==> config.mk <==
export PLATFORM = sky130hd
export DESIGN_NAME = word_bus_arbiter
export DESIGN_NICKNAME = d
export VERILOG_FILES = /design/src/rtl/word_arb_pkg.sv /design/src/rtl/word_mux2.sv /design/src/rtl/word_bus_arbiter.sv
export SDC_FILE = /design/constraint.sdc
export NUM_CORES = 1
export LEC_CHECK = 0
export BUFFER_PORTS_ARGS = -buffer_cell sky130_fd_sc_hd__buf_2
export CAP_MARGIN = 10
export CORE_MARGIN = 5
export CORE_UTILIZATION = 45
export DETAILED_ROUTE_END_ITERATION = 6
export GPL_ROUTABILITY_DRIVEN = 0
export HOLD_SLACK_MARGIN = 0.03
export MAX_ROUTING_LAYER = met4
export PLACE_DENSITY_LB_ADDON = 0.25
export SLEW_MARGIN = 20
export SYNTH_ARGS = -nofsm -noshare
export SYNTH_HDL_FRONTEND = slang
export SYNTH_HIERARCHICAL = 1
export SYNTH_SLANG_ARGS = --single-unit
==> constraint.sdc <==
create_clock -name clk -period 2.5 [get_ports clk]
set_clock_uncertainty 0.2 [all_clocks]
set_input_delay 0.5 -clock clk [delete_from_list [all_inputs] [get_ports clk]]
set_output_delay 0.5 -clock clk [all_outputs]
set_load 0.01 [all_outputs]
==> src/rtl/word_arb_pkg.sv <==
// -----------------------------------------------------------------------------
// word_arb_pkg
// Shared types and constants for the two-requester word bus arbiter.
//   WORD_W       default data word width
//   arb_state_t  arbiter state: IDLE (nothing held) / HOLD (word on output)
//   SRC_A/SRC_B  encoding of the word owner reported on out_src
//   pick_src     round-robin winner selection between the two requesters
// -----------------------------------------------------------------------------
package word_arb_pkg;

  localparam int WORD_W = 32;

  typedef enum logic {
    IDLE = 1'b0,
    HOLD = 1'b1
  } arb_state_t;

  localparam logic SRC_A = 1'b0;
  localparam logic SRC_B = 1'b1;

  // A lone requester always wins; on a tie the requester that was not served
  // last wins, which gives strict A,B,A,B alternation under constant load.
  function automatic logic pick_src(input logic req_a,
                                    input logic req_b,
                                    input logic last_src);
    if (req_a && req_b) begin
      return ~last_src;
    end else if (req_b) begin
      return SRC_B;
    end else begin
      return SRC_A;
    end
  endfunction

endpackage

==> src/rtl/word_mux2.sv <==
// -----------------------------------------------------------------------------
// word_mux2
// Purely combinational WIDTH-bit 2:1 word multiplexer.
// Ports:
//   in0  word selected when sel = 0
//   in1  word selected when sel = 1
//   sel  select
//   out  selected word
// -----------------------------------------------------------------------------
module word_mux2 #(
  parameter int WIDTH = 32
) (
  input  logic [WIDTH-1:0] in0,
  input  logic [WIDTH-1:0] in1,
  input  logic             sel,
  output logic [WIDTH-1:0] out
);

  assign out = sel ? in1 : in0;

endmodule

==> src/rtl/word_bus_arbiter.sv <==
// -----------------------------------------------------------------------------
// word_bus_arbiter
// Round-robin arbiter for two requesters sharing one registered word output.
// In IDLE the winner's word is captured into the output register; in HOLD the
// word is frozen until the consumer takes it (out_valid & out_ready), at which
// point the owner gets a one-cycle combinational ack and the arbiter returns
// to IDLE. Re-arbitration only happens in IDLE, so a requester still showing
// req during its ack cycle is never granted twice for the same word.
//
// Ports:
//   clk, rst_n          clock, asynchronous active-low reset
//   req_a/word_a        requester A request and data (stable while req_a)
//   req_b/word_b        requester B request and data (stable while req_b)
//   ack_a/ack_b         one-cycle pulse: that requester's word was taken
//   out_valid/out_ready consumer handshake
//   out_word            registered selected word
//   out_src             owner of out_word (SRC_A = 0, SRC_B = 1)
//   grant_cnt_a/_b      saturating ack counters, only when ARB_STATS_EN is
//                       defined
//
// Build option: define ARB_STATS_EN to add the grant counters.
// -----------------------------------------------------------------------------
module word_bus_arbiter
  import word_arb_pkg::*;
#(
  parameter int WIDTH = WORD_W,
  parameter int CNT_W = 16
) (
  input  logic             clk,
  input  logic             rst_n,
  input  logic             req_a,
  input  logic [WIDTH-1:0] word_a,
  input  logic             req_b,
  input  logic [WIDTH-1:0] word_b,
  output logic             ack_a,
  output logic             ack_b,
  output logic             out_valid,
  input  logic             out_ready,
`ifdef ARB_STATS_EN
  output logic [CNT_W-1:0] grant_cnt_a,
  output logic [CNT_W-1:0] grant_cnt_b,
`endif
  output logic [WIDTH-1:0] out_word,
  output logic             out_src
);

  if (CNT_W < 1) begin : g_bad_cnt_w
    $error("word_bus_arbiter: CNT_W must be at least 1");
  end

  arb_state_t       state_q, state_d;
  logic [WIDTH-1:0] word_q, word_d;
  logic             src_q, src_d;
  logic             last_q, last_d;
  logic             sel;
  logic [WIDTH-1:0] mux_word;
  logic             transfer;

  assign sel = pick_src(req_a, req_b, last_q);

  word_mux2 #(
    .WIDTH(WIDTH)
  ) u_word_mux (
    .in0 (word_a),
    .in1 (word_b),
    .sel (sel),
    .out (mux_word)
  );

  assign out_valid = (state_q == HOLD);
  assign transfer  = out_valid & out_ready;
  assign ack_a     = transfer & (src_q == SRC_A);
  assign ack_b     = transfer & (src_q == SRC_B);
  assign out_word  = word_q;
  assign out_src   = src_q;

  // NOTE: every signal written here gets a default first, so no path through
  // the case leaves one unassigned and no latch is inferred.
  always_comb begin
    state_d = state_q;
    word_d  = word_q;
    src_d   = src_q;
    last_d  = last_q;
    unique case (state_q)
      IDLE: begin
        if (req_a || req_b) begin
          state_d = HOLD;
          word_d  = mux_word;
          src_d   = sel;
          last_d  = sel;
        end
      end
      HOLD: begin
        // Word and owner stay frozen; only the handshake moves us on.
        if (out_ready) begin
          state_d = IDLE;
        end
      end
      default: state_d = IDLE;
    endcase
  end

  // NOTE: sequential state uses non-blocking assignments so every register
  // samples the pre-edge values, independent of block ordering.
  always_ff @(posedge clk or negedge rst_n) begin
    if (!rst_n) begin
      state_q <= IDLE;
      word_q  <= '0;
      src_q   <= SRC_A;
      last_q  <= SRC_B;  // A wins the first tie after reset
    end else begin
      state_q <= state_d;
      word_q  <= word_d;
      src_q   <= src_d;
      last_q  <= last_d;
    end
  end

`ifdef ARB_STATS_EN
  logic [CNT_W-1:0] cnt_a_q, cnt_b_q;

  // Counters stick at all-ones instead of wrapping.
  always_ff @(posedge clk or negedge rst_n) begin
    if (!rst_n) begin
      cnt_a_q <= '0;
      cnt_b_q <= '0;
    end else begin
      if (ack_a && (cnt_a_q != '1)) cnt_a_q <= cnt_a_q + CNT_W'(1);
      if (ack_b && (cnt_b_q != '1)) cnt_b_q <= cnt_b_q + CNT_W'(1);
    end
  end

  assign grant_cnt_a = cnt_a_q;
  assign grant_cnt_b = cnt_b_q;
`endif

endmodule

* Word-level counts from Yosys, hierarchy flattened
Index checks and enable logic that the tools add are counted.
** Storage, ports and cells
- Flip-flop bits (word level) :: 35
- Output and inout port bits :: 36
- Word-level logic and storage cells :: 19
** Operators by class
- Bitwise operators :: 6
- Reduce and logical (&&, ||, !) cells :: 3
- Mux-type cells :: 6
** Operator list (number)
- two-way mux 32 bit :: 1
- two-way mux 1 bit :: 4
- bitwise AND 1 bit :: 3
- inverter 1 bit :: 3
- one-hot mux 1 bit (2 select lines) :: 1
- AND reduction 2 bit :: 1
- logical AND 1 bit :: 1
- logical OR 1 bit :: 1

* Logic depth before layout (Yosys ltp)
Gate-level depths: netlist of run 1.
- Word-level depth :: 3
- Mapped depth :: 5
- Depth with buffers taken out :: 3

* Hierarchy
The synthesis of run 1 kept the hierarchy.
** By module, submodules not included
- word_bus_arbiter :: times used 1, cells each 81, seq. area each 877.1 um2, area each 1477.7 um2
- word_mux2 :: times used 1, cells each 36, seq. area each 0.0 um2, area each 544.3 um2

* Least setup slack after synthesis of run 1
Ideal clock, no wire load.
- Path kind :: input-to-reg
- Start point :: input req_b
- End point :: register word_q[0] (netlist: out_word[0])
- Setup time :: 0.125 ns
- Slack :: 0.555 ns
- Arrival time :: 1.620 ns
- Data required time :: 2.175 ns
- Stages :: 5
- Path through :: a21boi_0 -> buf_6 -> buf_12 -> mux2_4 -> mux2_4
** Between the ends
- Longest elaborated chain between the ends :: 3
** RTL lines
- from (decl) :: line word_bus_arbiter.sv:33 : input logic req_b,
- two-way mux 1 bit / logical AND 1 bit (equally long branches) :: line word_arb_pkg.sv:28, word_arb_pkg.sv:26
- two-way mux 1 bit * :: line word_arb_pkg.sv:26 : if (req_a && req_b) begin
- two-way mux 32 bit * :: line word_mux2.sv:19 : assign out = sel ? in1 : in0;
- via mux_word[0] :: line word_bus_arbiter.sv:56 : logic [WIDTH-1:0] mux_word;
- to (signal assigned) :: line word_bus_arbiter.sv:113 : word_q <= word_d;
- to (decl) :: line word_bus_arbiter.sv:52 : logic [WIDTH-1:0] word_q, word_d;
Mark *: on every way through the listed nets, which the timed path passes. The rest lies on a longest branch.
A chain may end at the register's enable or synchronous reset.

* Worst setup path in the final report of run 1
- Start point :: register last_q
- End point :: register word_q[13] (netlist: out_word[13])
** Between the ends
- Longest elaborated chain between the ends :: 3
** RTL lines
- from (decl) :: line word_bus_arbiter.sv:54 : logic last_q, last_d;
- from (signal assigned) :: line word_bus_arbiter.sv:115 : last_q <= last_d;
- inverter 1 bit :: line word_arb_pkg.sv:27 : return ~last_src;
- two-way mux 1 bit :: line word_arb_pkg.sv:26
- via sel :: line word_bus_arbiter.sv:55 : logic sel;
- two-way mux 32 bit :: line word_mux2.sv:19
- via mux_word[13] :: line word_bus_arbiter.sv:56
The timed path passes the listed nets, and every way through them passes these cells.

==> flow_metrics.tcl, run 1 <==
set metrics [dict create \
    cts_hold_buf 0 \
    finalCritPeriodShare_pct 69.5 \
    worstMarginPinSlew_ns 0.744 \
    max_freq_mhz 575 \
    pwr_density_cell_nw_per_um2 771 \
    syn_area_um2 2020 \
    drcViolationCount 0 \
    drv_slew 0 \
    crit_chain "a21boi_4 > buf_4 > mux2_4 > mux2_4" \
    async_reset_ff_share_pct 100 \
    grt_busiest_layer "met2" \
    path_clk_slew_ns 0.07 \
    synth_cell_types 18 \
    synth_cells 117 \
    grt_overflow 0 \
    crit_top_cell "mux2_4" \
    htree_levels 2 \
    antenna_found_initial 0 \
    crit_type "flip-flop to flip-flop" \
    ys_top_cells_by_count "mux2_4, dfrtp_1, mux2_2" \
    worst_path_max_delay_cell "dfstp_2" \
    grt_max_degree 36 \
    hpwl_um 3250 \
    syn_nets 186 \
    startpoint_type "flip-flop" \
    grt_use_total_pct 14.4 \
    die_height_um 77.0 \
    drive_gt1_share_pct 80.4 \
    yosysWarnings 6 \
    p_leak_nw 1.46 \
    ir_worst_vdd_mv 0.396 \
    worstSkewPairLatency_ns 0.27 \
    cp-startpoint "last_q" \
    rows 24 \
    clkSinkCount 35 \
    critPathRequiredTime_ns 2.46 \
    yosys.area.top_type_share_pct 44.6 \
    grt_pass1_vias 1426 \
    wl_per_cell_um 15.2 \
    regToRegEndpoint "out_word[13]" \
    max_stage_delay_ns 0.57 \
    cts_buffers 5 \
    fin_util_pct 60.9 \
    postSynth.topFlopCell "dfrtp_1" \
    ant_nets 0 \
    setup_viol 0 \
    area_growth_pct 31.1 \
    cts_resized 0 \
    timing.rr.start "last_q" \
    viasPerCell 4.81 \
    coreArea_um2 4350 \
    dieWidth_um 77.0 \
    cts_tree "built" \
    r2r.worst_path.cells 4 \
    endpoint "out_word[13]" \
    post-cts-setup-buffers 0 \
    ios 105 \
    ys_seq_area_share_pct 43.4 \
    ctsRootBufferMaster "clkbuf_8" \
    critPathArrivalTime_ns 1.70 \
    crit_path_max_fanout 12 \
    finalWirelength_um 4220 \
    drtIter0Drc 65 \
    synth_most_common_cell "mux2_4" \
    worst_hold_path_type "input port to asynchronous set/reset pin" \
    max_cap_violations 0 \
    critPathCaptureType "flip-flop" \
    drt_first_pass_iters 4 \
    portBuffers 104 \
    synth-seq-cells 35 \
    yosys.area.top_type "mux2_4" \
    dieArea_um2 5930 \
    ys_top_cells_by_area "mux2_4, dfrtp_1, buf_12, buf_8, mux2_2" \
    rsz0062_at_grt "no" \
    synth_area_per_cell_um2 17.3 \
    nNetsFinal 293 \
    worst-r2r-setup-slack_ns 0.76 \
    cts_buffer_depth 2 \
    met1_usage_pct 18.0 \
    hold_viol_final 0 \
    final.setup.tns_ns 0 \
    grt_use_met3_pct 4.45 \
    synth-edff-count 0 \
    grt_use_met2_pct 23.1 \
    diodes 0 \
    finalCriticalPeriod_ns 1.74 \
    relSlewSlack_pct 50.4 \
    grt_pass1_wl_um 6780 \
    vias 1333 \
    start_util_pct 46.4 \
    status "complete, no violations" \
]
report_power, final:
| group | internal, mW | total (mW) | switching (mW) |
|---|---|---|---|
| Combinational | 0.479 | 0.778 | 0.299 |
| Clock | 0.251 | 0.436 | 0.185 |
| Sequential | 0.731 | 0.829 | 0.0978 |
| Total | 1.46 | 2.04 | 0.582 |
worst min-delay path by stage:
stage / depth (start not counted) / slack [ns] / to / startpoint
3_3_place_gp: 1 / 0.29 / out_word[19] / out_word[19]
3_5_place_dp: 1 / 0.29 / out_word[20] / out_word[20]
4_1_cts: 1 / 0.11 / out_word[11] / rst_n
5_1_grt: 1 / 0.15 / out_word[11] / rst_n
6_report: 1 / 0.09 / out_word[11] / rst_n
2_1_floorplan: 0 / 0.004 / out_src / rst_n
logic make-up (layout without fill, tap and decap cells):
group / Yosys count / in the layout / share of synthesized area [%]
AOI/OAI and AO/OA: 5 / 5 / 2.54
buffers and inverters: 8 / 116 / 5.94
DFF: 35 / 35 / 43.4
muxes: 64 / 64 / 46.8
and+or+nand+nor: 5 / 5 / 1.36
state kept, by name, indices dropped and copies added (netlist names):
register,cells
out_word,32
last_q,1
out_src,1
out_valid,1
cell usage in the layout (no fill, tap or decap), types with 2 or more instances in the layout:
cell type and count:
clkbuf_8 7, buf_12 2, dfrtp_1 34, mux2_4 60, mux2_2 4, buf_2 104
cell type report:
cell class                 instances  area (um2)
inverter                           1        3.75
sequential                        35         877
tap                               52        65.1
fill                             350        1700
clock buffer                       8         100
timing repair buffer             107         568
multi-input combinational         74        1040
metal layers:
metal	vias up	part of all wire, %	wire length [um]
met5	-	0	0
met4	0	0.45	19
met3	2	7.8	328
met2	51	50	2100
met1	647	42	1770
li1	633	-	-
per-stage QoR:
step                cell area, um2  setup slack, ns  std cells  power, mW  hold WS (ns)
CTS                           2650            0.749        277       2.07         0.110
global placement              2550            0.490        269       1.61         0.286
floorplan                     2020            0.555        117       1.36       0.00441
global route                  2650            0.637        277       2.16         0.153
finish                        2650            0.762        277       2.04        0.0864
detailed placement            2550            0.467        269       1.63         0.290
critical path: cells and delay by family (launching register included):
kind,cells,cell delay [ns]
compound gates,1,0.07
buf+inv,1,0.21
flops,1,0.57
mux,2,0.57
Power figures use the tool's default switching activity.
==> inputs of run 2 (changes only) <==
- ABC_AREA: not set -> 1
- CORE_UTILIZATION: 45 -> 44
- clock period: 2.5 -> 1.66 ns (I/O delays scaled with it)
==> flow_metrics.tcl, run 2 <==
set metrics [dict create \
    status "complete, no violations" \
    switching_share_pct 38.3 \
    yosys.area.top_type "dfrtp_1" \
    p_total_mw 3.38 \
    area_growth_pct 34.0 \
    cts_tree "built" \
    largest_register_ff_count 32 \
    antenna_found_initial 0 \
    die_height_um 76.1 \
    vias 2006 \
    start_util_pct 44.8 \
    r2r.worst_path.cells 6 \
    grt_pass1_wl_um 8980 \
    drtIter0Drc 116 \
    finalWirelength_um 5210 \
    ctsRootBufferMaster "clkbuf_8" \
    worstMarginPinSlew_ns 0.387 \
    grt_max_degree 33 \
    nNetsFinal 439 \
    ys_top_cells_by_area "dfrtp_1, nand2_1, nand3_1, nand2_2, buf_6" \
    worst_path_max_delay_cell "dfrtp_1" \
    relSlewSlack_pct 74.2 \
    clkSinkCount 35 \
    ant_nets 0 \
    yosysWarnings 6 \
    finalCriticalPeriod_ns 1.53 \
    synth-seq-cells 35 \
    critPathArrivalTime_ns 1.00 \
    pwr_density_cell_nw_per_um2 1310 \
    coreArea_um2 4290 \
    synth_area_per_cell_um2 7.37 \
    setup_viol 0 \
    p_leak_nw 1.60 \
    max_cap_violations 0 \
    drive_gt1_share_pct 37.7 \
    final.setup.tns_ns 0 \
    grt_pass1_vias 2008 \
    diodes 0 \
    drv_slew 0 \
    crit_buf_inv 1 \
    max_stage_delay_ns 0.39 \
    path_delay_family "flip-flops" \
    startpoint_type "flip-flop" \
    grt_use_total_pct 19.0 \
    pwr-share-comb_pct 41.1 \
    worst_hold_path_type "input port to flip-flop" \
    dieArea_um2 5790 \
    hold_viol_final 0 \
    rsz0062_at_grt "no" \
    worstSkewPairLatency_ns 0.28 \
    internal_power_mw 2.09 \
    htree_levels 2 \
    worst-r2r-setup-slack_ns 0.19 \
    final_common_cell "nand2_1" \
    synth_most_common_cell "nand2_1" \
    ios 105 \
    drt_first_pass_iters 4 \
    syn_area_um2 1920 \
    crit_type "flip-flop to primary output" \
    switchingPower_mw 1.29 \
    dieWidth_um 76.1 \
    worst-path-stages 3 \
    synth-edff-count 0 \
    power_frac_seq_pct 40.6 \
    postSynth.topFlopCell "dfrtp_1" \
    finalCritPeriodShare_pct 92.2 \
    crit_path_max_fanout 3 \
    hpwl_um 4000 \
    post-route-cell-area_um2 2580 \
    p_clk_share_pct 18.4 \
    crit_chain "nand2_1 > nor2_1 > buf_2" \
    synth_cell_types 17 \
    portBuffers 104 \
    syn_nets 330 \
    ys_seq_area_share_pct 45.6 \
    cts_buffers 5 \
    rows 24 \
    grt_overflow 0 \
    critPathRequiredTime_ns 1.13 \
    max_freq_mhz 653 \
    holdPathStages 2 \
    cts_buffer_depth 2 \
    yosys.area.top_type_share_pct 44.2 \
    ir_worst_vdd_mv 0.663 \
    drcViolationCount 0 \
    viasPerCell 4.74 \
    synth_cells 261 \
    path_clk_slew_ns 0.06 \
    place_area_um2 2480 \
    wl_per_cell_um 12.3 \
    critPathCaptureType "primary output" \
    ys_top_cells_by_count "nand2_1, dfrtp_1, nand3_1" \
    async_reset_ff_share_pct 100 \
    final_cell_mix "nand2_1, buf_2, dfrtp_1, nand3_1" \
]
==> run 2: cell types whose count changed after synthesis, moves of 3 or more <==
cell      previous run  this run
buf_2                0         3
nand2_1              1       156
mux2_4              60         0
buf_8                3         0
nand2_2              0        11
nand3_1              0        33
buf_4                0         3
mux2_2               4         0
buf_6                1         6
clkbuf_8             0         3
==> run 2: timing repair <==
action,CTS,global route
setup buffers,0,0
gates resized for setup,0,0
hold buffers,1,0
endpoints found under the hold margin,14,0
==> run 2: metrics by stage <==
step / hold slack [ns] / cells / util (%) / setup WS, ns
after floorplan: -0.164 / 261 / - / 0.272
after global placement: 0.0701 / 414 / 57.7 / 0.153
after detailed placement: 0.0758 / 414 / 57.7 / 0.103
after CTS: 0.0553 / 423 / 60.0 / 0.125
after global routing: 0.0609 / 423 / 60.0 / 0.0729
final: 0.0660 / 423 / 60.0 / 0.129
==> run 2: worst paths after layout <==
check,endpoint,start
setup / recovery,ack_a,out_valid
hold / removal,out_valid,out_ready
setup reg to reg,out_word[10],last_q
hold reg to reg,out_word[5],out_word[5]
max in group asynchronous,out_word[31],rst_n
min in group asynchronous,out_word[9],rst_n
==> run 2: kinds of logic (layout without fill, tap and decap cells) <==
kind of cell	Yosys count	in the layout	synth area share, %
and+or+nand+nor	202	202	43.0
DFF	35	35	45.6
buffers and inverters	21	131	10.0
AOI/OAI and AO/OA	3	3	1.37
==> run 2: area by class of cell <==
class	instances	area [um2]
Fill cell	415	1720
Sequential cell	35	877
Multi-Input combinational cell	205	865
Timing Repair Buffer	118	653
Clock buffer	7	86.3
Tap cell	52	65.1
Inverter	5	26.3
Clock inverter	1	5.00
==> run 2: power by group through the flow <==
stage / Clock (mW) / Sequential [mW] / Combinational (mW)
after floorplan: 0 / 1.52 / 0.678
after global placement: 0 / 1.38 / 1.38
after detailed placement: 0 / 1.38 / 1.41
after CTS: 0.637 / 1.37 / 1.42
after global routing: 0.683 / 1.42 / 1.56
final: 0.622 / 1.37 / 1.39
==> run 2: metal layers <==
layer / wire length [um] / track usage (%) / vias to the layer above
met4: 57 / 4.72 / 0
met1: 2200 / 23.0 / 906
met5: 0 / - / -
met3: 447 / 6.03 / 7
met2: 2500 / 30.8 / 74
li1: - / - / 1019
